## config.mk

```make
export PLATFORM = sky130hd
export DESIGN_NAME = led_matrix_tx
export DESIGN_NICKNAME = d
export VERILOG_FILES = /design/src/rtl/led_matrix_tx.sv
export SDC_FILE = /design/constraint.sdc
export NUM_CORES = 1
export LEC_CHECK = 0
export CAP_MARGIN = 20
export CORE_MARGIN = 8
export CORE_UTILIZATION = 52
export CTS_CLUSTER_SIZE = 14
export DETAILED_ROUTE_END_ITERATION = 6
export PLACE_DENSITY = 0.76
export SLEW_MARGIN = 30
export SYNTH_ARGS = -nofsm -noshare
export SYNTH_HDL_FRONTEND = slang
export SYNTH_SLANG_ARGS = --single-unit
```

## constraint.sdc

```tcl
create_clock -name CLK -period 1.95 [get_ports CLK]
set_clock_uncertainty 0.05 [all_clocks]
set_input_delay 0.585 -clock CLK [delete_from_list [all_inputs] [get_ports CLK]]
set_output_delay 0.585 -clock CLK [all_outputs]
set_load 0.02 [all_outputs]
```

## src/rtl/led_matrix_tx.sv

```systemverilog
// Two-wire (DIN/SCLK) serial driver for the PMOD1A LED-matrix controller.
// Optional: define LEDTX_DONE_PULSE_EN to add a one-cycle o_done pulse when o_busy falls.
module led_matrix_tx #(
  parameter int unsigned CLK_DIV      = 6,
  parameter logic [7:0]  CMD_ONLY_POS = 8'hFF
) (
  input  logic       CLK,
  input  logic       RSTN,
  input  logic       i_valid,
  input  logic [7:0] i_pos,
  input  logic [7:0] i_value,
  output logic       o_din,
  output logic       o_sclk,
`ifdef LEDTX_DONE_PULSE_EN
  output logic       o_done,
`endif
  output logic       o_busy
);

  typedef enum logic [2:0] {
    StIdle, StStart, StBitLo, StBitHi, StStopLo, StStopHi, StEnd
  } state_e;

  localparam logic [15:0] DivLast = 16'(CLK_DIV - 1);

  state_e      state_q, state_d;
  logic [15:0] cnt_q, cnt_d;
  logic [15:0] sr_q, sr_d;
  logic [3:0]  bit_q, bit_d;
  logic        two_q, two_d;
  logic        din_q, din_d;
  logic        sclk_q, sclk_d;
  logic        busy_q, busy_d;
  logic        phase_end;
  logic        req_two;
  logic [3:0]  last_bit;
`ifdef LEDTX_DONE_PULSE_EN
  logic        done_q, done_d;
`endif

  assign phase_end = (cnt_q == DivLast);
  assign req_two   = (i_pos != CMD_ONLY_POS);
  assign last_bit  = two_q ? 4'd15 : 4'd7;

  always_comb begin
    state_d = state_q;
    cnt_d   = phase_end ? 16'd0 : cnt_q + 16'd1;
    sr_d    = sr_q;
    bit_d   = bit_q;
    two_d   = two_q;
    din_d   = din_q;
    sclk_d  = sclk_q;
    busy_d  = busy_q;
`ifdef LEDTX_DONE_PULSE_EN
    done_d  = 1'b0;
`endif
    unique case (state_q)
      StIdle: begin
        cnt_d = 16'd0;
        if (i_valid && !busy_q) begin
          state_d = StStart;
          busy_d  = 1'b1;
          din_d   = 1'b0;
          sclk_d  = 1'b1;
          two_d   = req_two;
          bit_d   = 4'd0;
          // Two-byte frames shift out pos first, so it occupies the low byte.
          sr_d    = req_two ? {i_value, i_pos} : {8'h00, i_value};
        end
      end
      StStart: begin
        if (phase_end) begin
          state_d = StBitLo;
          sclk_d  = 1'b0;
          din_d   = sr_q[0];
        end
      end
      StBitLo: begin
        if (phase_end) begin
          state_d = StBitHi;
          sclk_d  = 1'b1;
        end
      end
      StBitHi: begin
        if (phase_end) begin
          sclk_d = 1'b0;
          if (bit_q == last_bit) begin
            state_d = StStopLo;
            din_d   = 1'b0;
          end else begin
            state_d = StBitLo;
            din_d   = sr_q[1];
            sr_d    = sr_q >> 1;
            bit_d   = bit_q + 4'd1;
          end
        end
      end
      StStopLo: begin
        if (phase_end) begin
          state_d = StStopHi;
          sclk_d  = 1'b1;
        end
      end
      StStopHi: begin
        if (phase_end) begin
          state_d = StEnd;
          din_d   = 1'b1;
        end
      end
      StEnd: begin
        if (phase_end) begin
          state_d = StIdle;
          busy_d  = 1'b0;
          bit_d   = 4'd0;
`ifdef LEDTX_DONE_PULSE_EN
          done_d  = 1'b1;
`endif
        end
      end
      default: begin
        state_d = StIdle;
        cnt_d   = 16'd0;
        din_d   = 1'b1;
        sclk_d  = 1'b1;
        busy_d  = 1'b0;
      end
    endcase
  end

  always_ff @(posedge CLK or negedge RSTN) begin
    if (!RSTN) begin
      state_q <= StIdle;
      cnt_q   <= 16'd0;
      sr_q    <= 16'd0;
      bit_q   <= 4'd0;
      two_q   <= 1'b0;
      din_q   <= 1'b1;
      sclk_q  <= 1'b1;
      busy_q  <= 1'b0;
`ifdef LEDTX_DONE_PULSE_EN
      done_q  <= 1'b0;
`endif
    end else begin
      state_q <= state_d;
      cnt_q   <= cnt_d;
      sr_q    <= sr_d;
      bit_q   <= bit_d;
      two_q   <= two_d;
      din_q   <= din_d;
      sclk_q  <= sclk_d;
      busy_q  <= busy_d;
`ifdef LEDTX_DONE_PULSE_EN
      done_q  <= done_d;
`endif
    end
  end

  assign o_din  = din_q;
  assign o_sclk = sclk_q;
  assign o_busy = busy_q;
`ifdef LEDTX_DONE_PULSE_EN
  assign o_done = done_q;
`endif

endmodule

```

==> key figures, run 1 <==
Clock network
  • Clk_lat worst skew: 300 ps
  • Hold-fix buffers, CTS: 0
  • CTS tree: done
  • Clock slew at the register clock pins of the worst setup and hold paths: 90 ps
  • CTS Root Cell: clkbuf_8
  • Num CTS Buffers: 5
  • H-tree depth: 2
  • Clk buf depth: 2
  • Clock Sinks: 43

Place
  • Area post-placement: 0.003107 mm²
  • PortBufs: 21
  • Routability congestion estimate from global placement: 0.8987
  • DP HPWL: 4156 µm

Timing
  • Final WS setup: -4.692 ps
  • Hold violation count in the final report: 0
  • Slew @ Worst Pin: 376.2 ps
  • Final critical-path required period: 1955 ps
  • # setup viols final: 6
  • Slew headroom: 0.7466
  • FMAX: 0.5116 GHz
  • Max-slew violation count: 0
  • Final period util: 1.002
  • Hold slack: 197.4 ps
  • Unrepaired setup endpoints after global routing: yes

Detailed routing
  • WL/cell: 15.66 µm
  • DRT Wirelength: 5983 µm
  • Via Count: 2203
  • Initial DRC Count: 120
  • Vias per cell: 5.767
  • 1st-pass router iterations: 4
  • Antenna-violating nets left: 0
  • Number of remaining DRC errors: 0

Worst setup path
  • Worst setup SP type: flop
  • Slowest cell on the critical path: dfrtp_1
  • Cell chain of the critical path: inv_2, ha_4, nor4b_4, nand4_2, a22oi_4, clkbuf_16, mux2_4
  • Crit path max-delay family: simple AND/OR/NAND/NOR gates
  • CP Data Arrival Time: 2090 ps
  • WS Path Type: flop to flop
  • Endpoint class of the critical path: flop
  • Crit-path max FO: 8
  • Buf+Inv Stages, Crit Path: 2
  • Delay of the slowest critical-path stage: just under 400 ps
  • Req. time, crit path: 2090 ps

Die
  • # IOs: 22
  • Die X: approximately 87 µm
  • Total core area: about 0.0048 mm²
  • Die area: 0.007542 mm²
  • Die Span Y: a little under 90 µm
  • Starting density of the core: 0.5454
  • Site Rows: 25

Logic synthesis
  • Yosys reg bits: 43
  • Yosys cell types: 57
  • Syn Nets: ~280
  • Post-synth EDFFs: 0
  • Synth async-reset ratio: 1.000
  • Mean post-synth cell area: slightly above 10 µm²
  • Cells after synthesis: 259
  • Post-synthesis sequential area ratio: 0.4132
  • Mapped Area: around 0.0026 mm²
  • Yosys warnings: 0
  • Ys flop type: dfrtp_1

Global route
  • Vias in the first global route: between 2000 and 2500
  • Antenna violations before repair: 0
  • Largest net degree at the start of global routing: 44
  • Total Routing Usage GR: 0.1676
  • GRT overflow: 0
  • First-pass GRT wire length: 10320 µm

Run
  • Max Cap Viol: 0

Run status
  • Outcome: finished with violations
  • Violated checks: setup timing

Finish
  • Final instance area: 0.003341 mm²
  • Share of layout cells above drive strength 1: 0.2794
  • Nets: between 300 and 400
  • Area delta synth->final: 28.00%
  • Diode count: 0

Power and ir drop
  • Power per cell area: 1194 mW/mm²
  • Leak: 0.001458 µW
  • Maximum VDD drop: 763.4 µV

Hold path
  • HP Class: input port to async pin
## stage by stage
stage	power (µW)	setup WS, ps	utilization	std cells	TNS (ps)
finish	3988	-4.692	0.6980	382	-17.55
global route	4244	-89.97	0.6980	382	-1098
CTS	3847	-66.76	0.6797	379	-556.7
detailed placement	2999	-273.2	0.6492	370	-3986
global placement	2941	-207.0	0.6492	370	-3330
floorplan	2530	-10.06	-	259	-90.54
## final cells by class
| cell class | count | area, µm² |
|---|---|---|
| inverter | 8 | 30.03 |
| clock inverter | 3 | 67.56 |
| sequential | 43 | 1079 |
| multi-input combinational | 195 | 1464 |
| timing repair buffer | 61 | 548.0 |
| tap | 67 | 83.83 |
| clock buffer | 5 | 68.82 |
| fill | 355 | 1445 |
## flip-flops by register name (all words and copies together) (netlist names)
signal and count:
o_din 1, o_busy 1, o_sclk 1, two_q 1
cnt_q 16, state_q 3, sr_q 16, bit_q 4
## final timing paths
check | from | end | slack, ps | cells past startpoint
min | RSTN | sr_q[5] | 200 | 2
min reg2reg | o_sclk | o_sclk | 430 | 2
max | cnt_q[1] | sr_q[0] | -5 | 7
max in group asynchronous | RSTN | o_sclk | 1380 | 2
min in group CLK | o_sclk | o_sclk | 430 | 2
max reg2reg | cnt_q[1] | sr_q[0] | -5 | 7
## synthesized netlist by cell type (2+ instances only)
master,number,area (µm²)
dfrtp_1,41,1026
nand2_1,23,86.33
nor2_1,17,63.81
o21ai_0,15,75.07
o31ai_1,13,97.59
nand3_1,12,60.06
mux2_4,9,135.1
a21oi_1,8,40.04
inv_1,8,30.03
nand4_1,8,50.05
mux2_2,7,78.83
xnor2_1,7,61.31
a22o_1,5,43.79
and3_1,5,31.28
ha_1,5,62.56
nor3_1,5,25.02
xor2_1,5,43.79
buf_2,4,20.02
clkbuf_1,4,15.01
or4_1,4,30.03
a31o_2,3,26.28
a31oi_1,3,18.77
buf_6,3,33.78
o211ai_1,3,22.52
or3_1,3,18.77
a22o_2,2,20.02
and4_2,2,20.02
dfstp_2,2,52.55
nand3b_1,2,15.01
nor2b_1,2,12.51
nor4_1,2,12.51
o22ai_1,2,12.51
## worst register-to-register path: cells and delay by family, from the launching register on
family / cells / cell delay (ps)
AO/OA/AOI/OAI: 1 / 280
multiplexers: 1 / 300
flip-flops: 1 / 390
AND/OR/NAND/NOR: 2 / 410
buffers and inverters: 2 / 280
adder cells (fa/ha/maj): 1 / 140
## report_power, final
group          leakage (µW)  internal, µW  switching, µW
clock network     0.0000644           511            330
registers          0.000544          1200            208
logic              0.000850           967            774
## cells in the final DEF, fill, tap and decap left out, types with 7 or more instances in the layout
cell             netlist  routed
nor2_1                17      17
nand3_1               12      12
buf_4                  1      36
dfrtp_1               41      41
a21oi_1                8       8
nand4_1                8       8
xnor2_1                7       7
inv_1                  8       7
clkdlybuf4s50_1        0      17
o31ai_1               13      11
o21ai_0               15      15
mux2_4                 9      15
nand2_1               23      23
## layer usage
metal	share of wire	GRT usage
met1	0.45	0.2171
met2	0.47	0.2672
met3	0.055	0.04064
met4	0.019	0.05164
met5	0	0
## cells by family after synthesis
logic type / after synthesis / synth area share
AO/OA/AOI/OAI: 64 / 0.1750
XOR/XNOR: 12 / 0.04027
adder cells (fa/ha/maj): 5 / 0.02397
buffers and inverters: 21 / 0.04842
flip-flops: 43 / 0.4132
multiplexers: 17 / 0.08581
AND/OR/NAND/NOR: 97 / 0.2133
## timing repair
item	CTS	global route
cloned	0	1
pin swaps	0	4
resized for setup	5	11
buffers inserted	1	2
setup endpoints to repair	18	31
endpoints found under the hold margin	0	0
Power figures use the tool's default switching activity.
==> inputs of run 2 (changes only) <==
--- a/config.mk
+++ b/config.mk
@@ -10,6 +10,7 @@
 export CORE_UTILIZATION = 52
 export CTS_CLUSTER_SIZE = 14
 export DETAILED_ROUTE_END_ITERATION = 6
+export MAX_ROUTING_LAYER = met4
 export PLACE_DENSITY = 0.76
 export SLEW_MARGIN = 30
 export SYNTH_ARGS = -nofsm -noshare
==> run 2 against run 1 <==
Worst setup slack worse by 4.5 ps. Clock-buffer cell count unchanged. Register-to-register slack about the same. The flow still finishes with violations (setup timing). Largest power group unchanged. Power up 0.13%. Wire length up 0.52%.
==> key figures, run 2 (synthesis results as in run 1) <==
Finish
  • Share of layout cells above drive strength 1: 0.2730
  • Final instance area: 0.003327 mm²
  • Nets: around 340
  • Biggest regs: cnt_q (16), sr_q (16), bit_q (4)
  • Diode count: 0
  • Post-Route Utilization: 0.6952
  • Commonest non-fill, non-tap cell in the layout: dfrtp_1
  • Area delta synth->final: 27.47%
  • Commonest non-fill, non-tap cells in the layout: dfrtp_1 (41), buf_4 (37), nand2_1 (23)

Global route
  • Antenna violations before repair: 0
  • Busiest grt layer: met2
  • GRT overflow: 0
  • Largest net degree at the start of global routing: 44
  • Total Routing Usage GR: 0.1724
  • Vias in the first global route: 2232
  • Met3 Use GR: 0.04064
  • First-pass GRT wire length: 10340 µm
  • Routing usage on met1: 0.2177
  • Routing usage on met2: 0.2672

Timing
  • Final critical-path required period: a little under 2000 ps
  • Hold slack: 192.2 ps
  • Hold violation count in the final report: 0
  • # setup viols final: 6
  • Slew headroom: 0.7459
  • Slew @ Worst Pin: roughly 380 ps
  • FMAX: 0.5104 GHz
  • Final period util: 1.005
  • Final WS setup: -9.235 ps
  • Unrepaired setup endpoints after global routing: yes
  • Max-slew violation count: 0

Clock network
  • CTS tree: done
  • Num CTS Buffers: 5
  • Clk buf depth: 2
  • H-tree depth: 2
  • Hold-fix buffers, CTS: 0
  • CTS Root Cell: clkbuf_8
  • Clk_lat worst skew: 300 ps
  • Clock slew at the register clock pins of the worst setup and hold paths: 90 ps
  • Clock Sinks: 43

Run status
  • Violated checks: setup timing
  • Outcome: finished with violations

Die
  • Site Rows: 25
  • Die X: 86.85 µm
  • Die Span Y: 86.85 µm
  • Starting density of the core: 0.5454
  • Total core area: 0.004786 mm²
  • # IOs: 22
  • Die area: 0.007542 mm²

Detailed routing
  • Vias per cell: 5.751
  • WL/cell: 15.74 µm
  • Antenna-violating nets left: 0
  • Number of remaining DRC errors: 0
  • Initial DRC Count: ~160
  • DRT Wirelength: 6014 µm
  • Via Count: 2197
  • 1st-pass router iterations: 4

Place
  • Routability congestion estimate from global placement: 0.9139
  • DP HPWL: 4156 µm
  • PortBufs: 21
  • Area post-placement: 0.003107 mm²

Power and ir drop
  • Power per cell area: roughly 1200 mW/mm²
  • Logic pwr share: 0.436
  • Sequential share of power: 0.352
  • Switching pwr: 1320 µW
  • Leak: 0.001451 µW
  • Pint: 2673 µW
  • Clock group share of total power: 0.212
  • Maximum VDD drop: 762.9 µV
  • Sw Ratio: 0.3306

Worst setup path
  • CP Data Arrival Time: about 2100 ps
  • Reg2reg path depth: 7
  • Worst setup SP type: flop
  • WS Path Type: flop to flop
  • Crit-path max FO: 8
  • Req. time, crit path: ~2100 ps
  • Endpoint class of the critical path: flop

Hold path
  • HP Class: input port to async pin

Run
  • Max Cap Viol: 0
==> run 2: critical path, stage by stage (launching register included) <==
cell       delay, ps
dfrtp_1          390
inv_2             70
ha_4             140
nor4b_4          240
nand4_2          170
a22oi_4          280
clkbuf_16        210
mux2_4           300
==> run 2: stage by stage <==
stage	total power [µW]	setup TNS, ps	worst slack (ps)	cells
2_1_floorplan	2530	-90.54	-10.06	259
3_3_place_gp	2941	-3330	-207.0	370
3_5_place_dp	2999	-3986	-273.2	370
4_1_cts	3847	-556.7	-66.76	379
5_1_grt	4241	-1065	-88.70	382
6_report	3993	-37.57	-9.235	382
==> run 2: cell type report <==
class                      instances  area (µm²)
clock buffer                       5       68.82
clock inverter                     3       67.56
fill                             358        1459
inverter                           8       30.03
multi-input combinational        195        1454
sequential                        43        1079
tap                               67       83.83
timing repair buffer              61       544.3
==> run 2: power groups by stage <==
stage / Sequential [µW] / Combinational (µW) / Clock (µW)
after floorplan: 1430 / 1100 / 0
after global placement: 1400 / 1540 / 0
after detailed placement: 1410 / 1590 / 0
after CTS: 1390 / 1600 / 851
after global routing: 1450 / 1900 / 895
final: 1410 / 1740 / 845
==> run 2: routing by layer <==
layer / share of wire / vias to the layer above
li1: - / 1079
met1: 0.45 / 1057
met2: 0.47 / 53
met3: 0.061 / 8
met4: 0.016 / 0
met5: 0 / -
==> run 2: worst paths after layout <==
check | startpoint | to | slack [ps]
min in group CLK | o_sclk | o_sclk | 430
hold reg to reg | o_sclk | o_sclk | 430
setup / recovery | cnt_q[1] | sr_q[0] | -9
max in group asynchronous | RSTN | o_sclk | 1390
hold / removal | RSTN | sr_q[5] | 190
setup reg to reg | cnt_q[1] | sr_q[0] | -9
==> run 2: repair_timing <==
| action | in CTS | in global routing |
|---|---|---|
| pin swaps | 0 | 4 |
| gates cloned | 0 | 1 |
| setup endpoints to repair | 18 | 31 |
| gates resized for setup | 5 | 8 |
| buffers inserted | 1 | 2 |
==> inputs of run 3 (changes only) <==
--- a/config.mk
+++ b/config.mk
@@ -6,7 +6,7 @@
 export NUM_CORES = 1
 export LEC_CHECK = 0
 export CAP_MARGIN = 20
-export CORE_MARGIN = 8
+export CORE_MARGIN = 4
 export CORE_UTILIZATION = 52
 export CTS_CLUSTER_SIZE = 14
 export DETAILED_ROUTE_END_ITERATION = 6
==> run 3 against run 2 <==
The flow still finishes with violations (setup timing). Global-route usage is 5.4 points higher. Sequential share of layout area is 0.22 points lower. Cell count is 2.4% higher. Combinational power is 3% higher. Critical endpoint unchanged. Largest cell class unchanged. Highest routed layer unchanged.
==> key figures, run 3 (synthesis results as in run 1) <==
Run status
  • Outcome: finished with violations
  • Violated checks: setup timing

Power and ir drop
  • Power per cell area: 1122 mW/mm²
  • Leak: 0.001488 µW
  • Maximum VDD drop: 731.6 µV
  • Final total power: about 3800 µW

Timing
  • Final critical-path required period: 2019 ps
  • Hold violation count in the final report: 0
  • Max-slew violation count: 0
  • FMAX: 0.4952 GHz
  • # setup viols final: 16
  • Slew headroom: 0.7239
  • Final WS setup: -69.28 ps
  • Slew @ Worst Pin: roughly 410 ps
  • Setup TNS: -745.3 ps
  • Unrepaired setup endpoints after global routing: yes
  • Final period util: 1.036

Die
  • Die X: 78.85 µm
  • # IOs: 22
  • Die area: ~0.0062 mm²
  • Die Span Y: 78.85 µm
  • Starting density of the core: 0.5454
  • Site Rows: 25
  • Total core area: ~0.0048 mm²

Clock network
  • H-tree depth: 2
  • Clock Sinks: 43
  • Clk_lat worst skew: 300 ps
  • CTS Root Cell: clkbuf_8
  • CTS tree: done
  • Clk buf depth: 2
  • Num CTS Buffers: 5
  • Clock slew at the register clock pins of the worst setup and hold paths: 80 ps

Global route
  • First-pass GRT wire length: 10760 µm
  • GRT overflow: 0
  • Largest net degree at the start of global routing: 29
  • Total Routing Usage GR: 0.2263
  • Antenna violations before repair: 0
  • Vias in the first global route: 2238

Detailed routing
  • Vias per cell: approximately 5.8
  • WL/cell: 15.85 µm
  • Antenna-violating nets left: 0
  • DRT Wirelength: roughly 6200 µm
  • Initial DRC Count: 160
  • Via Count: 2276
  • Number of remaining DRC errors: 0
  • 1st-pass router iterations: 4

Finish
  • Final instance area: 0.003349 mm²
  • Area delta synth->final: 28.33%
  • Non-filler cells, final: 391
  • Biggest regs: cnt_q (16), sr_q (16), bit_q (4)
  • Commonest non-fill, non-tap cells in the layout: buf_4 (45), dfrtp_1 (41), nand2_1 (23)
  • Share of layout cells above drive strength 1: 0.2870
  • Diode count: 0
  • Nets: 347
  • Commonest non-fill, non-tap cell in the layout: buf_4

Worst setup path
  • Delay of the slowest critical-path stage: 390 ps
  • Slowest cell on the critical path: dfrtp_1
  • Cell chain of the critical path: inv_1, ha_2, nor4b_4, nand4_2, a22oi_4, clkbuf_16, mux2_4
  • Crit-path max FO: 8
  • WS Path Type: flop to flop
  • Req. time, crit path: 2090 ps
  • CP Data Arrival Time: 2160 ps
  • Worst setup SP type: flop
  • R2R Path Start: cnt_q[1]
  • Endpoint class of the critical path: flop
  • CP Launch Point: cnt_q[1]

Place
  • PortBufs: 21
  • Routability congestion estimate from global placement: 0.9002
  • Area post-placement: 0.003167 mm²
  • DP HPWL: 4361 µm
  • Dpl ws: -259.3 ps
  • DP Cell Count: 378

Hold path
  • HP Class: input port to async pin

Run
  • Max Cap Viol: 0
[run 3: path summary, 6_finish.rpt]
kind / slack (ps) / to / depth (start not counted)
min in group CLK: 420 / o_sclk / 2
setup reg to reg: -70 / sr_q[0] / 7
max in group asynchronous: 1200 / cnt_q[7] / 2
setup / recovery: -70 / sr_q[0] / 7
hold / removal: 150 / state_q[2] / 1
hold reg to reg: 420 / o_sclk / 2
[run 3: layer usage]
metal | up-vias | track usage | share of wire
met3 | 10 | 0.04875 | 0.042
li1 | 1094 | - | -
met4 | 0 | 0.07388 | 0.015
met5 | - | - | 0
met2 | 46 | 0.3616 | 0.49
met1 | 1126 | 0.2889 | 0.45
[run 3: per-stage QoR]
stage,hold slack [ps],util
5_1_grt,162.5,0.6999
6_report,152.2,0.6999
2_1_floorplan,239.4,-
3_3_place_gp,414.4,0.6617
3_5_place_dp,420.4,0.6617
4_1_cts,156.5,0.6810
[run 3: critical path: cells and delay by family, from the launching register on]
kind            cells  cell delay, ps
buf+inv             2             270
fa+ha+maj           1             180
flops               1             390
simple gates        2             430
compound gates      1             280
mux                 1             300
[run 3: power breakdown]
part           switching [µW]  internal [µW]  total (µW)  leakage [µW]
Combinational             803            991        1790      0.000902
Clock                     315            252         567     0.0000422
Sequential                200           1200        1400      0.000544
Total                    1320           2440        3760       0.00149
[run 3: timing repair]
action                                  in CTS  in global routing
setup buffers                                1                  3
resized for setup                            4                 10
endpoints found under the setup margin      17                 36
gates cloned                                 0                  1
pin swaps                                    0                  6
hold buffers                                 0                  0
[run 3: cell type report]
type	count	area, µm²
multi-input combinational	195	1456
inverter	8	30.03
clock buffer	7	76.32
fill	379	1436
sequential	43	1079
tap	67	83.83
clock inverter	1	5.005
timing repair buffer	70	619.3
